==> src/rtl/multicycle_sequencer.sv <==
// Multi-cycle control sequencer for the 16-bit RISC datapath: fetch/decode/execute/memory/writeback
// with a memory-ready timeout. Define MULTICYCLE_SEQ_PERF_EN to add instr_count/stall_count.
module multicycle_sequencer #(
    parameter int unsigned TIMEOUT = 16
) (
    input  logic        clk,
    input  logic        rst_n,
    input  logic        run,
    input  logic [3:0]  opcode,
    input  logic        zero,
    input  logic        mem_ready,
    output logic        pc_w,
    output logic [1:0]  pc_src,
    output logic        ir_w,
    output logic        i_or_d,
    output logic        mem_r,
    output logic        mem_w,
    output logic        reg_w,
    output logic        reg_dst,
    output logic        mem_to_reg,
    output logic        alu_src_a,
    output logic [1:0]  alu_src_b,
    output logic [1:0]  alu_op,
    output logic        retire,
    output logic        fault,
    output logic [3:0]  state
`ifdef MULTICYCLE_SEQ_PERF_EN
    ,
    output logic [15:0] instr_count,
    output logic [15:0] stall_count
`endif
);

    typedef enum logic [3:0] {
        IDLE     = 4'd0,
        FETCH    = 4'd1,
        DECODE   = 4'd2,
        MEM_ADDR = 4'd3,
        MEM_RD   = 4'd4,
        MEM_WB   = 4'd5,
        MEM_WR   = 4'd6,
        EXEC     = 4'd7,
        ALU_WB   = 4'd8,
        BRANCH   = 4'd9,
        JUMP     = 4'd10,
        FAULT    = 4'd11
    } state_e;

    localparam logic [3:0] OP_LW  = 4'd0;
    localparam logic [3:0] OP_SW  = 4'd1;
    localparam logic [3:0] OP_BEQ = 4'd12;
    localparam logic [3:0] OP_BNE = 4'd13;
    localparam logic [8:0] TIMEOUT_LIM = 9'(TIMEOUT);
    localparam bit         TIMEOUT_EN  = (TIMEOUT != 0);

    state_e     state_q, state_d;
    logic [7:0] wait_q, wait_d;
    logic       mem_wait;

    always_comb begin
        // NOTE: every variable gets a default up front so no branch of the case can infer a latch.
        state_d    = state_q;
        pc_w       = 1'b0;
        pc_src     = 2'b00;
        ir_w       = 1'b0;
        i_or_d     = 1'b0;
        mem_r      = 1'b0;
        mem_w      = 1'b0;
        reg_w      = 1'b0;
        reg_dst    = 1'b0;
        mem_to_reg = 1'b0;
        alu_src_a  = 1'b0;
        alu_src_b  = 2'b00;
        alu_op     = 2'b00;
        retire     = 1'b0;
        mem_wait   = 1'b0;

        case (state_q)
            IDLE: if (run) state_d = FETCH;
            FETCH: begin
                mem_r     = 1'b1;
                alu_src_b = 2'b01;
                alu_op    = 2'b10;
                if (mem_ready) begin
                    ir_w    = 1'b1;
                    pc_w    = 1'b1;
                    state_d = DECODE;
                end else begin
                    mem_wait = 1'b1;
                end
            end
            DECODE: begin
                alu_src_b = 2'b11;
                alu_op    = 2'b10;
                if (opcode == OP_LW || opcode == OP_SW)        state_d = MEM_ADDR;
                else if (opcode == OP_BEQ || opcode == OP_BNE) state_d = BRANCH;
                else if (opcode >= 4'd14)                      state_d = JUMP;
                else                                           state_d = EXEC;
            end
            MEM_ADDR: begin
                alu_src_a = 1'b1;
                alu_src_b = 2'b10;
                alu_op    = 2'b10;
                state_d   = (opcode == OP_LW) ? MEM_RD : MEM_WR;
            end
            MEM_RD: begin
                mem_r  = 1'b1;
                i_or_d = 1'b1;
                if (mem_ready) state_d = MEM_WB;
                else           mem_wait = 1'b1;
            end
            MEM_WB: begin
                reg_w      = 1'b1;
                mem_to_reg = 1'b1;
                retire     = 1'b1;
            end
            MEM_WR: begin
                mem_w  = 1'b1;
                i_or_d = 1'b1;
                if (mem_ready) retire   = 1'b1;
                else           mem_wait = 1'b1;
            end
            EXEC: begin
                alu_src_a = 1'b1;
                state_d   = ALU_WB;
            end
            ALU_WB: begin
                reg_w   = 1'b1;
                reg_dst = 1'b1;
                retire  = 1'b1;
            end
            BRANCH: begin
                alu_src_a = 1'b1;
                alu_op    = 2'b01;
                pc_src    = 2'b01;
                retire    = 1'b1;
                pc_w      = (opcode == OP_BEQ && zero) || (opcode == OP_BNE && !zero);
            end
            JUMP: begin
                pc_w   = 1'b1;
                pc_src = 2'b10;
                retire = 1'b1;
            end
            FAULT:   state_d = FAULT;
            default: state_d = IDLE;
        endcase

        if (retire) state_d = run ? FETCH : IDLE;

        // The TIMEOUT-th consecutive wait cycle traps; a ready in that cycle is not a wait, so it wins.
        if (TIMEOUT_EN && mem_wait && (({1'b0, wait_q} + 9'd1) == TIMEOUT_LIM)) state_d = FAULT;

        wait_d = mem_wait ? wait_q + 8'd1 : 8'd0;
    end

    // NOTE: sequential state uses non-blocking assignments so every flop samples pre-edge values.
    always_ff @(posedge clk or negedge rst_n) begin
        if (!rst_n) begin
            state_q <= IDLE;
            wait_q  <= 8'd0;
        end else begin
            state_q <= state_d;
            wait_q  <= wait_d;
        end
    end

    assign fault = (state_q == FAULT);
    assign state = state_q;

`ifdef MULTICYCLE_SEQ_PERF_EN
    logic [15:0] instr_cnt_q, stall_cnt_q;

    always_ff @(posedge clk or negedge rst_n) begin
        if (!rst_n) begin
            instr_cnt_q <= 16'd0;
            stall_cnt_q <= 16'd0;
        end else begin
            if (retire) instr_cnt_q <= instr_cnt_q + 16'd1;
            if (mem_wait && stall_cnt_q != 16'hFFFF) stall_cnt_q <= stall_cnt_q + 16'd1;
        end
    end

    assign instr_count = instr_cnt_q;
    assign stall_count = stall_cnt_q;
`endif

endmodule

==> config.mk <==
export PLATFORM = sky130hd
export DESIGN_NAME = multicycle_sequencer
export DESIGN_NICKNAME = d
export VERILOG_FILES = /design/src/rtl/multicycle_sequencer.sv
export SDC_FILE = /design/constraint.sdc
export NUM_CORES = 1
export LEC_CHECK = 0
export ABC_CLOCK_PERIOD_IN_PS = 4550
export CAP_MARGIN = 20
export CORE_UTILIZATION = 50
export CTS_CLUSTER_SIZE = 16
export DETAILED_ROUTE_END_ITERATION = 12
export PLACE_DENSITY = 0.9
export SYNTH_ARGS = -nofsm -noshare
export SYNTH_HDL_FRONTEND = slang
export SYNTH_SLANG_ARGS = --single-unit
==> constraint.sdc <==
create_clock -name clk -period 4.55 [get_ports clk]
set_input_delay 1.365 -clock clk [delete_from_list [all_inputs] [get_ports clk]]
set_output_delay 1.365 -clock clk [all_outputs]
set_load 0.01 [all_outputs]
# After elaboration in Yosys (flattened, before gate mapping)
# Index checks and enable logic that the tools add are counted.
# classes
order_cmp,1
n_reduce_logical,18
n_mux,28
eq_ne,19
addsub,2
# op_table
operator,count
4-bit 2-to-1 mux,8
4-bit case mux with 8 select lines,1
4-bit equality test (second input constant),6
4-bit by 3-bit equality test with 1-bit output (second input constant),4
1-bit 2-to-1 mux,12
4-bit inequality test (second input constant),3
8-bit by 1-bit adder with 9-bit output (second input constant),1
9-bit by 5-bit equality test with 1-bit output (second input constant),1
3-bit OR reduction,3
8-bit by 1-bit adder with 8-bit output (second input constant),1
4-bit by 1-bit equality test with 1-bit output (second input constant),2
4-bit by 2-bit equality test with 1-bit output (second input constant),2
4-bit logical NOT,2
8-bit 2-to-1 mux,1
2-bit case mux with 2 select lines,2
2-bit case mux with 3 select lines,1
2-bit OR reduction,3
5-bit OR reduction,1
4-bit greater-or-equal comparator (second input constant),1
4-bit AND reduction,1
4-bit OR reduction,1
1-bit logical AND,3
1-bit logical OR,3
3-bit by 1-bit inequality test with 1-bit output (second input constant),1
other kinds (4),4
# word_totals
in_bits,9
output_inout_bits,21
wordCells,70
reg_bits,12

# Depth between registers and ports, before layout
# logic_depth
word_depth,7
depth_mapped,6
ltp_nobuf,6

# Least setup slack after synthesis
# No wires, ideal clock.
# synth_timing
path_type,input -> output
from,in mem_ready
to,out retire
arrival_ns,1.846
stages,2
setup_slack_ns,1.339
cell_sequence,and2_1 -> o311a_1
# synth_between
elab_chain_len,2
# synth_rtl
item,line,text
from (decl),11,"input logic mem_ready,"
1-bit 2-to-1 mux,120,if (mem_ready) retire = 1'b1;
1-bit case mux with 2 select lines,78,case (state_q)
to (decl),24,"output logic retire,"
# Every way passes these cells.

# Worst setup path in the final report
# layout_timing
from,in mem_ready
to,out pc_w
# layout_between
elab_chain_len,2
# layout_rtl
item,line,text
1-bit 2-to-1 mux,84,if (mem_ready) begin
1-bit case mux with 3 select lines,78,
to (decl),12,"output logic pc_w,"
# Every way passes these cells.

==> qor.txt <==
status -> complete, no violations
Lkg Pwr -> 0.512 nW
Finished Cell Area -> 0.00133 sq mm
placed cell count -> 173
CTS HTree Levels -> 1
Detailed Place HPWL -> 1.70 mm
DR DRC count -> 0
share of the yosys chip area belonging to registers -> 0.292
post-CTS sizing -> 0
ANT cells -> 0
Pins Over Slew Limit -> 0
min Tclk post-route -> 4.30 ns
MaxCap Viol Count -> 0
Mapped Nets -> 138
leading cell type in the layout, fill and taps excluded -> clkdlybuf4s50_1
Vert. Die Dim -> 47.3 um
Pre-antenna DRT Iters -> 4
Tcrit/Tclk final -> 0.945
Congestion Overflow GR -> 0
CTS tree -> yes
number of global-route vias before repair -> 820
Worst-Skew Late Latency -> 0.27 ns
Die W -> 47.3 um
worst vdd ir -> 0.308 mV
pwr/cell area -> 510 mW/mm^2
most frequent cells in the layout -> clkdlybuf4s50_1 (29), nor2_1 (18), dfrtp_1 (12), nand2_1 (10), nor3_1 (9)
CP Data Required Time -> 3.18 ns
initial antenna violation count -> 0
Synth Area per Inst -> 8.09 sq um
Rows -> 16
Tightest Hold Check Type -> reg2reg
Mapped Cells -> 127
CP peak stage delay -> 0.59 ns
Area Overhead vs Synth -> 29.0%
vias post-DR -> 963
Starting Density -> 0.529
Avg WL per Cell -> 12.6 um
largest net degree at the start of global routing -> 23
fmax -> 233 MHz
unrepaired setup endpoints after global routing -> no
Setup crit end kind -> primary output
number of synthesized flops with an enable pin -> 0
final hold slack -> 0.542 ns
Yosys reg bits -> 12
gr usage total -> 0.223
PortBufs -> 29
crit path max fanout -> 7
vias per cell -> 5.44
Core ar. -> 0.00194 sq mm
Cell variety after synth -> 44
Critical Path AT -> 2.93 ns
slowest library cell on the worst path -> clkdlybuf4s50_1
clock transition at the registers of the reported paths -> 0.08 ns
Starting DRT DRC Count -> 13
CTS root buffer -> clkbuf_4
Core Util, Final -> 0.682
measured slew at the worst slew-check pin -> 0.678 ns
most frequent CP cell -> clkdlybuf4s50_1
DP Area -> 0.00129 sq mm
clock net sink count -> 12
TritonCTS Buffers -> 3
Post-synth ARST share -> 1.00
final setup fails -> 0
Top FF cell, synth -> dfrtp_1
Clock Path Buffers -> 2
Setup CP Type -> in2out
layout cells sized above 1 -> 0.0933
endpoints failing hold -> 0
largest delay contributor family on the critical path -> buffers and inverters
Critical Path Source Type -> input port
worst path cell trace -> clkdlybuf4s50_1 -> nand2_1 -> nor2_1 -> a21oi_1 -> o22ai_1 -> clkdlybuf4s50_1
Post-Syn Area -> 0.00103 sq mm
yosys warns -> 0
Buf+Inv Stages, Crit Path -> 2
Slew headroom -> 0.548
Post CTS Setup Buffer Count -> 0
Final TNS setup -> 0 ns
Top-Level Pins -> 30
area of the die -> 0.00224 sq mm
Final ANT Viol Nets -> 0
GP Congestion -> 0.818
Routed WL -> 2.23 mm
Worst Skew -> 0.00798 ns
final net count -> 162
hold buffers post-CTS -> 0
final non-filler cell total -> 177
first-pass GRT wire length -> 3.49 mm
## metrics by stage
step                power (mW)  worst slack [ns]
floorplan                0.440              1.34
global placement         0.583             0.303
detailed placement       0.594             0.246
CTS                      0.679             0.234
global route             0.731             0.132
finish                   0.675             0.250
## sequential cells by signal (all words and copies together), names as in the netlist
name and flops:
wait_q 8, state 4
## layout make-up
class	count	area (sq um)
sequential	12	300
fill	164	617
tap	27	33.8
timing repair buffer	29	290
inverter	3	11.3
multi-input combinational	102	653
clock buffer	4	36.3
## per-layer routing
| layer | share of wire | global-route usage | vias up | routed length, um |
|---|---|---|---|---|
| met2 | 0.51 | 0.386 | 21 | 1130 |
| met4 | 0.015 | 0.0857 | 0 | 34 |
| met3 | 0.038 | 0.0385 | 4 | 84 |
| met1 | 0.44 | 0.273 | 450 | 973 |
| met5 | 0 | 0 | - | 0 |
| li1 | - | - | 488 | - |
## report_power, final
| part | total, mW | internal, mW | switching, mW | leakage (nW) |
|---|---|---|---|---|
| Combinational | 0.385 | 0.224 | 0.161 | 0.329 |
| Clock | 0.0835 | 0.0486 | 0.0348 | 0.0210 |
| Sequential | 0.207 | 0.125 | 0.0819 | 0.162 |
| Total | 0.675 | 0.397 | 0.278 | 0.512 |
## cells in the mapped netlist (2+ instances only)
cell,instances,area (sq um)
a21oi_1,6,30.0
o21a_1,3,22.5
buf_2,2,10.0
nor2_1,18,67.6
and2_1,3,18.8
nand3_1,2,10.0
xnor2_1,3,26.3
nor3_1,9,45.0
clkbuf_1,2,7.51
xor2_1,4,35.0
nand2_1,10,37.5
nand2b_1,5,31.3
inv_1,3,11.3
nand4_1,2,12.5
o21ai_1,2,10.0
buf_4,4,30.0
mux2i_1,3,30.0
a211oi_1,2,15.0
dfrtp_1,12,300
nor2b_1,5,31.3
o21ba_2,2,20.0
o22ai_1,2,12.5
ha_1,2,25.0
## path summary, 6_finish.rpt
| check | from | endpoint | slack (ns) | depth (start not counted) |
|---|---|---|---|---|
| hold reg to reg | wait_q[0]$_DFF_PN0_ | wait_q[0]$_DFF_PN0_ | 0.54 | 1 |
| setup reg to reg | state[2]$_DFFE_PN0P_ | state[2]$_DFFE_PN0P_ | 2.50 | 5 |
| setup / recovery | mem_ready | pc_w | 0.25 | 6 |
| min in group asynchronous | rst_n | wait_q[3]$_DFF_PN0_ | 1.43 | 1 |
| hold / removal | wait_q[0]$_DFF_PN0_ | wait_q[0]$_DFF_PN0_ | 0.54 | 1 |
| max in group asynchronous | rst_n | state[0]$_DFFE_PN0P_ | 2.78 | 1 |
## cells by family after synthesis
logic type / Yosys count / share of synthesized area
xor gates and xnor gates: 7 / 0.0597
buffers and inverters: 13 / 0.0719
adders and majority gates: 2 / 0.0244
and+or+nand+nor: 65 / 0.339
AOI/OAI and AO/OA: 25 / 0.184
DFF: 12 / 0.292
muxes: 3 / 0.0292
Power figures use the tool's default switching activity.
==> RTL edit, RTL diff (same flow settings) <==
Build with the macro `MULTICYCLE_SEQ_PERF_EN` defined.
--- a/src/rtl/multicycle_sequencer.sv
+++ b/src/rtl/multicycle_sequencer.sv
@@ -1,4 +1,6 @@
 // Multi-cycle control sequencer for the 16-bit RISC datapath: fetch/decode/execute/memory/writeback
 // with a memory-ready timeout. Define MULTICYCLE_SEQ_PERF_EN to add instr_count/stall_count.
+`define MULTICYCLE_SEQ_PERF_EN
+
 module multicycle_sequencer #(
     parameter int unsigned TIMEOUT = 16
Formal check against the unedited RTL (old outputs only; new: instr_count and stall_count): equivalent (Yosys induction, for registers that start in step).
==> RTL edit against the unedited design <==
- the flow now finishes with violations (DRC)
- sequential cell count grew 32
- largest power group unchanged
- design area grew 130%
- first-iteration DRC count grew to 8.0 times the old value
- total power increased by 130%
- register-to-register slack lost 470 ps
- clock skew is 2.9 ps higher
- worst setup slack got worse by 150 ps
- critical path type unchanged
- routed wire length increased by 130%
- global-route usage shrank 0.73 points
- combinational power is 74% higher
- synthesized cell count is 90% higher
- area after synthesis grew 130%
==> RTL edit: results (changes against the unedited design) <==
status=complete, but fails checks; failing checks=DRC; r2r startpoint=state[0]$_DFFE_PN0P_; vias per cell=5.62 (+3.4%); PortBufs=61 (+110%); drc violations=6 (+6); Non-Filler Instances=353 (+99%); Leak=1.30 nW (+150%); critical-path maximum fanout=2 (-5); mux share of post-synthesis cell area=2.30% (-0.62 points); first-pass GRT wire length=8660 um (+150%); met1 wire length=2330 um (+140%); vias in the first global route=1807 (+120%); placed wire-length estimate=3660 um (+120%); clock buffer count from CTS=5 (+2); Gate Count Post-Synth=241 (+90%); post-synthesis adder-cell area fraction=2.09% (-0.35 points); synth cell count leaders=44 x dfrtp_1, 27 x nor2_1, 24 x xnor2_1, 16 x nand2_1, 16 x xor2_1; post-synthesis compound-gate area fraction=8.36% (-10 points); Clock Skew=10.8 ps (+2.86 ps); Post-Place Cell Area=3020 um^2 (+130%); Worst-Margin Slew=929 ps (+251 ps); Syn Nets=254 (+84%); library cells used by synthesis=45 (+2.3%); Overall Global Routing Usage=21.6% (-0.73 points); Critical Path AT=3080 ps (+150 ps); slack of the worst reg-to-reg path=2030 ps (-470 ps); routed wl met3=285 um (+240%); Async SR Flop Fraction=100% (unchanged); met2 routed WL=2570 um (+130%); Seq/Total Area, Yosys=46.0% (+17 points); Worst Hold Path EP=instr_count[15]$_DFFE_PN0P_; largest net degree at the start of global routing=45 (+96%); wirelength, routed=5230 um (+130%); filler instances=349 (+110%); routability cong.=0.789 (-3.5%); Clock Latency Late Sink=300 ps (+30 ps); DRT Pass-1 Iters=12 (+8); # H-tree levels=2 (+1); Crit Reg-Reg Endpoint=stall_count[15]$_DFFE_PN0P_; DR iter-0 viols=104 (+91); share of cells above drive strength 1=5.98% (-3.4 points); Hold Path Origin=instr_count[15]$_DFFE_PN0P_; nets@finish=313 (+93%); synth top area cells=dfrtp_1 46%, xnor2_1 8.8%, xor2_1 5.9%; peak supply drop=273 uV (-11%); Synth Area in XOR/XNOR=14.6% (+8.7 points); CP Launch Point=opcode[0]; Clock Tree Root=clkbuf_8
## RTL edit: power by group
| group | leakage [nW] | internal, mW | total (mW) | switching [mW] |
|---|---|---|---|---|
| registers | 0.580 | 0.454 | 0.602 | 0.147 |
| clock network | 0.0510 | 0.121 | 0.250 | 0.129 |
| logic | 0.668 | 0.374 | 0.670 | 0.297 |
| total | 1.30 | 0.949 | 1.52 | 0.573 |
## RTL edit: cell families after synthesis
family	Yosys count
flops	44
compound gates	24
buf+inv	15
mux	5
xor+xnor	40
fa+ha+maj	4
simple gates	109
## RTL edit: critical path: stages
cell	delay [ps]
clkdlybuf4s50_1	440
xnor2_1	140
nor4_1	260
a21oi_1	70
o22a_1	180
nor2_1	80
clkdlybuf4s50_1	540
## RTL edit: area by class of cell
| class | count | area, um^2 | share of cell area [%] |
|---|---|---|---|
| Multi-Input combinational cell | 182 | 1220 | 39.2 |
| Sequential cell | 44 | 1100 | 35.4 |
| Timing Repair Buffer | 62 | 613 | 19.7 |
| Clock buffer | 6 | 82.6 | 2.65 |
| Tap cell | 52 | 65.1 | 2.09 |
| Inverter | 5 | 18.8 | 0.603 |
| Clock inverter | 2 | 10.0 | 0.322 |
## RTL edit: per-stage QoR
stage	util (%)	worst slack, ps	hold slack, ps
2_1_floorplan	-	1120	504
3_3_place_gp	67.4	178	468
3_5_place_dp	67.4	114	463
4_1_cts	69.5	99.6	495
5_1_grt	69.5	14.5	513
6_report	69.5	102	487
## RTL edit: worst max path at each step
| stage | to | cells after the start | slack, ps |
|---|---|---|---|
| after floorplan | pc_w | 5 | 1120 |
| after global placement | pc_w | 7 | 180 |
| after detailed placement | pc_w | 7 | 110 |
| after CTS | pc_w | 7 | 100 |
| after global routing | pc_w | 7 | 10 |
| final | pc_w | 7 | 100 |
## RTL edit: layer usage
layer	vias up	GRT usage, %
met5	-	0
met4	0	5.33
li1	965	-
met1	955	29.4
met3	5	4.70
met2	60	35.2
